<file path="config.mk">
export PLATFORM = sky130hd
export DESIGN_NAME = eight_by_eight_sad
export DESIGN_NICKNAME = d
export VERILOG_FILES = /design/src/rtl/eight_by_eight_sad.sv
export SDC_FILE = /design/constraint.sdc
export NUM_CORES = 2
export LEC_CHECK = 0
export ABC_AREA = 0
export BUFFER_PORTS_ARGS = -buffer_cell sky130_fd_sc_hd__buf_2
export CORE_MARGIN = 2
export CORE_UTILIZATION = 50
export DETAILED_ROUTE_END_ITERATION = 8
export PLACE_DENSITY = 0.69
export SETUP_SLACK_MARGIN = 0.15
export SYNTH_ARGS = -nofsm -noshare
export SYNTH_HDL_FRONTEND = slang
export SYNTH_SLANG_ARGS = --single-unit
</file>
<file path="constraint.sdc">
create_clock -name clk -period 8.53 [get_ports clk]
set_input_delay 0.4265 -clock clk [delete_from_list [all_inputs] [get_ports clk]]
set_output_delay 0.4265 -clock clk [all_outputs]
set_load 0.005 [all_outputs]
</file>
<file path="src/rtl/eight_by_eight_sad.sv">
// Six-stage pipelined 8x8 sum-of-absolute-differences engine, 5-cycle latency.
// Define SAD_ZERO_FLAG_EN to add the pipeline-aligned sad_zero output.
module eight_by_eight_sad (
  input  logic         clk,
  input  logic         aclr_n,
  input  logic [511:0] xpixels,
  input  logic [511:0] ypixels,
`ifdef SAD_ZERO_FLAG_EN
  output logic         sad_zero,
`endif
  output logic [13:0]  sad
);

  logic [511:0]      x_q, x_d;
  logic [511:0]      y_q, y_d;
  logic [63:0][7:0]  ad_q, ad_d;
  logic [15:0][9:0]  s3_q, s3_d;
  logic [3:0][11:0]  s4_q, s4_d;
  logic [1:0][12:0]  s5_q, s5_d;
  logic [13:0]       sad_q, sad_d;
`ifdef SAD_ZERO_FLAG_EN
  logic              zero_q, zero_d;
`endif

  always_comb begin
    x_d = xpixels;
    y_d = ypixels;

    ad_d = '0;
    for (int i = 0; i < 64; i++) begin
      if (x_q[8*i +: 8] >= y_q[8*i +: 8])
        ad_d[i] = x_q[8*i +: 8] - y_q[8*i +: 8];
      else
        ad_d[i] = y_q[8*i +: 8] - x_q[8*i +: 8];
    end

    // Every adder tree level grows by the bits its fan-in needs.
    s3_d = '0;
    for (int i = 0; i < 16; i++)
      s3_d[i] = 10'(ad_q[4*i])   + 10'(ad_q[4*i+1])
              + 10'(ad_q[4*i+2]) + 10'(ad_q[4*i+3]);

    s4_d = '0;
    for (int i = 0; i < 4; i++)
      s4_d[i] = 12'(s3_q[4*i])   + 12'(s3_q[4*i+1])
              + 12'(s3_q[4*i+2]) + 12'(s3_q[4*i+3]);

    s5_d = '0;
    for (int i = 0; i < 2; i++)
      s5_d[i] = 13'(s4_q[2*i]) + 13'(s4_q[2*i+1]);

    sad_d = 14'(s5_q[0]) + 14'(s5_q[1]);
`ifdef SAD_ZERO_FLAG_EN
    zero_d = (sad_d == 14'd0);
`endif
  end

  always_ff @(posedge clk or negedge aclr_n) begin
    if (!aclr_n) begin
      x_q    <= '0;
      y_q    <= '0;
      ad_q   <= '0;
      s3_q   <= '0;
      s4_q   <= '0;
      s5_q   <= '0;
      sad_q  <= '0;
`ifdef SAD_ZERO_FLAG_EN
      zero_q <= 1'b1;
`endif
    end else begin
      x_q    <= x_d;
      y_q    <= y_d;
      ad_q   <= ad_d;
      s3_q   <= s3_d;
      s4_q   <= s4_d;
      s5_q   <= s5_d;
      sad_q  <= sad_d;
`ifdef SAD_ZERO_FLAG_EN
      zero_q <= zero_d;
`endif
    end
  end

  assign sad = sad_q;
`ifdef SAD_ZERO_FLAG_EN
  assign sad_zero = zero_q;
`endif

endmodule

</file>
==> impl_metrics.tcl <==
set metrics [dict create \
    status "finished clean" \
    h-tree-depth 4 \
    r2r_cells 13 \
    die_w_um 456 \
    clkSinkCount 1784 \
    cp.required_ns 9.29 \
    arrival_ns 4.10 \
    grt_pass1_wl_um 445000 \
    p_per_area_nw_per_um2 321 \
    async_flop_share 1.00 \
    port_buffers 1039 \
    netlist_instances 9158 \
    crit_type "reg -> reg" \
    rows 165 \
    ir_drop_mv 0.355 \
    clk_latency_ns 0.85 \
    grt_pass1_vias 80100 \
    grt-busiest-layer "met2" \
    rrSetupSlack_ns 5.19 \
    slew_viol_final 0 \
    max_slew_margin 0.324 \
    postCtsSetupRepairBufs 0 \
    cts_made_buffers 195 \
    wire_per_inst_um 20.0 \
    critPathMaxStageDelay_ns 0.54 \
    coreArea_um2 203000 \
    yosys.cell_types.count 54 \
    fin_crit_sh 0.392 \
    worst_pin_slew_ns 1.01 \
    holdBufCountCts 1025 \
    first_pass_iters 6 \
    worstPathCellList "inv_1, fa_1, inv_1, fa_1, ha_1, inv_1, fa_1, nor2b_1, o21ai_0, a21boi_0, o21ai_0, a22oi_1, xor2_1" \
    tns_ns 0 \
    rsz0062_at_grt "no" \
    dp.final_hpwl_um 206000 \
    grt_max_degree 166 \
    yosysWarnings 0 \
    grt_use_met3 0.0491 \
    tritoncts "yes" \
    grtUsageMet2 0.481 \
    fillers 15100 \
    track_usage 0.275 \
    cts-resized-gates 0 \
    nets 14000 \
    synth_edf_count 0 \
    cts.clk_slew.worst_paths_ns 0.06 \
    drtAntennaViolNets 0 \
    drive_gt1_frac 0.127 \
    met1_usage 0.307 \
    cp-end-kind "flop" \
    num_io_pins 1040 \
    power_mw 41.0 \
    avgSynthCellArea_um2 11.1 \
    drc 0 \
    p_leak_nw 66.9 \
    via_per_inst 5.13 \
    report.final.setup_viol 0 \
    vias 72900 \
    yosysSeqAreaShare 0.437 \
    layout_min_cycle_time_ns 3.34 \
    reg2reg_to "s4_q[9]" \
    grt_overflow 0 \
    multi_input_area_um2 49500 \
    seq_area_um2 44600 \
    die_h_um 456 \
    final.setup_skew_ns 0.0424 \
    synth_fp_nets 11800 \
    root_buffer "clkbuf_16" \
    wl_um 284000 \
    syn2layout_area_growth_pct 25.0 \
    synthFlopType "dfrtp_1" \
    timing.rr.start "s3_q[1]" \
    worst_setup_path_start_kind "flop" \
    synth_area_um2 102000 \
    drt_iter0_drc 4172 \
    start_util 0.504 \
    crit_fanout 2 \
    hp-class "in -> async" \
    synth_seq_cells 1784 \
    timing.critical_path.from "s3_q[1]" \
    max_freq_mhz 299 \
    clk_path_buf_depth 3 \
    antenna_found_initial 65 \
    crit_slowest_cell "fa_1" \
    finalHoldViolations 0 \
    drv_cap 0 \
    gp_congestion 0.924 \
    dieArea_um2 208000 \
]
cell families after synthesis:
family,Yosys count,share of synthesized area
AND/OR/NAND/NOR,1021,0.0562
XOR/XNOR,536,0.0460
multiplexers,423,0.0415
buffers and inverters,2085,0.0777
flip-flops,1784,0.437
AO/OA/AOI/OAI,1657,0.105
adder cells (fa/ha/maj),1652,0.237
metrics by stage:
step	util	hold WS (ns)	area (um^2)	setup slack (ns)	std cells
6_report	0.630	0.163	128000	5.19	14200
5_1_grt	0.630	0.155	128000	4.93	14200
4_1_cts	0.630	0.128	128000	5.21	14100
3_5_place_dp	0.544	0.447	110000	5.23	12800
3_3_place_gp	0.544	0.439	110000	5.35	12800
2_1_floorplan	-	0.131	102000	5.56	9158
sequential cells by signal, summed over array words and instances (netlist names):
signal,cells
s4_q,48
x_q,512
s3_q,160
ad_q,512
sad,14
s5_q,26
y_q,512
cell type report:
type / instances / share of cell area
Clock buffer: 261 / 0.0438
Multi-Input combinational cell: 5289 / 0.388
Antenna cell: 58 / 0.00114
Sequential cell: 1784 / 0.350
Clock inverter: 96 / 0.0109
Timing Repair Buffer: 2081 / 0.123
Tap cell: 2672 / 0.0262
Inverter: 1949 / 0.0573
report_power, final:
| group | leakage [nW] | internal [mW] | switching [mW] |
|---|---|---|---|
| clock network | 3.42 | 5.44 | 3.68 |
| logic | 42.7 | 8.98 | 11.8 |
| registers | 20.8 | 10.3 | 0.823 |
synthesized netlist by cell type, drive strengths merged, types with 8 or more instances:
cell	number	area (um^2)
inv	1949	7320
dfrtp	1784	44600
ha	1185	14800
a21oi	475	2380
fa	467	9350
o21ai	440	2220
mux2i	423	4230
xor2	289	2530
xnor2	247	2160
nor2b	240	1500
a21o	238	1790
nand2	191	717
nand2b	190	1190
a31oi	171	1070
nand4	111	694
a21boi	107	803
nor2	99	372
clkbuf	75	282
a211oi	63	1100
buf	61	330
and2	57	357
and4	47	412
o21a	35	263
nor3	27	135
o41ai	21	184
nand3	20	100
and3	17	106
o21bai	16	120
o31ai	15	113
a221oi	13	114
o211ai	10	75.1
nand3b	9	67.6
a311oi	8	70.1
nor4	8	50.1
layer usage:
layer,part of all wire,vias up
li1,-,33800
met1,0.38,35900
met2,0.50,2259
met3,0.044,927
met4,0.077,16
met5,0.00038,-
worst max-delay path: cells and delay by family (launching register included):
family                     cells  cell delay [ns]
adders and majority gates      4             1.63
AOI/OAI and AO/OA              4             0.80
DFF                            1             0.32
xor gates and xnor gates       1             0.20
buffers and inverters          3             0.17
and+or+nand+nor                1             0.11
cells in the final DEF (no fill, tap or decap), types with 20 or more instances in the layout:
cell and instances:
dlygate4sd3_1 1025, nand2b_1 190, and2_1 57, xor2_1 289, clkbuf_1 22, a21oi_1 475
clkbuf_8 42, o41ai_1 21, nand2_1 191, o21ai_0 400, nor2_1 99, inv_1 1949
fa_1 467, clkbuf_16 197, nand4_1 111, xnor2_1 247, buf_2 1038, and4_1 47
ha_1 1185, nor2b_1 240, a21o_1 238, o21ai_1 35, mux2i_1 423, a21boi_0 107
dfrtp_1 1784, clkinv_2 31, nand3_1 20, nor3_1 27, o21a_1 35, a211oi_4 48
bufinv_16 27, diode_2 58, a31oi_1 171
worst max-delay path by stage:
stage                     endpoint  slack (ns)  depth (start not counted)
final                      s4_q[9]        5.19                         13
after global placement    s4_q[35]        5.35                         13
after floorplan           s4_q[11]        5.56                         13
after detailed placement  s4_q[35]        5.23                         13
after global routing      s4_q[33]        4.93                         13
after CTS                  s4_q[9]        5.21                         13
Note: power is estimated with default switching activity, not from simulation.
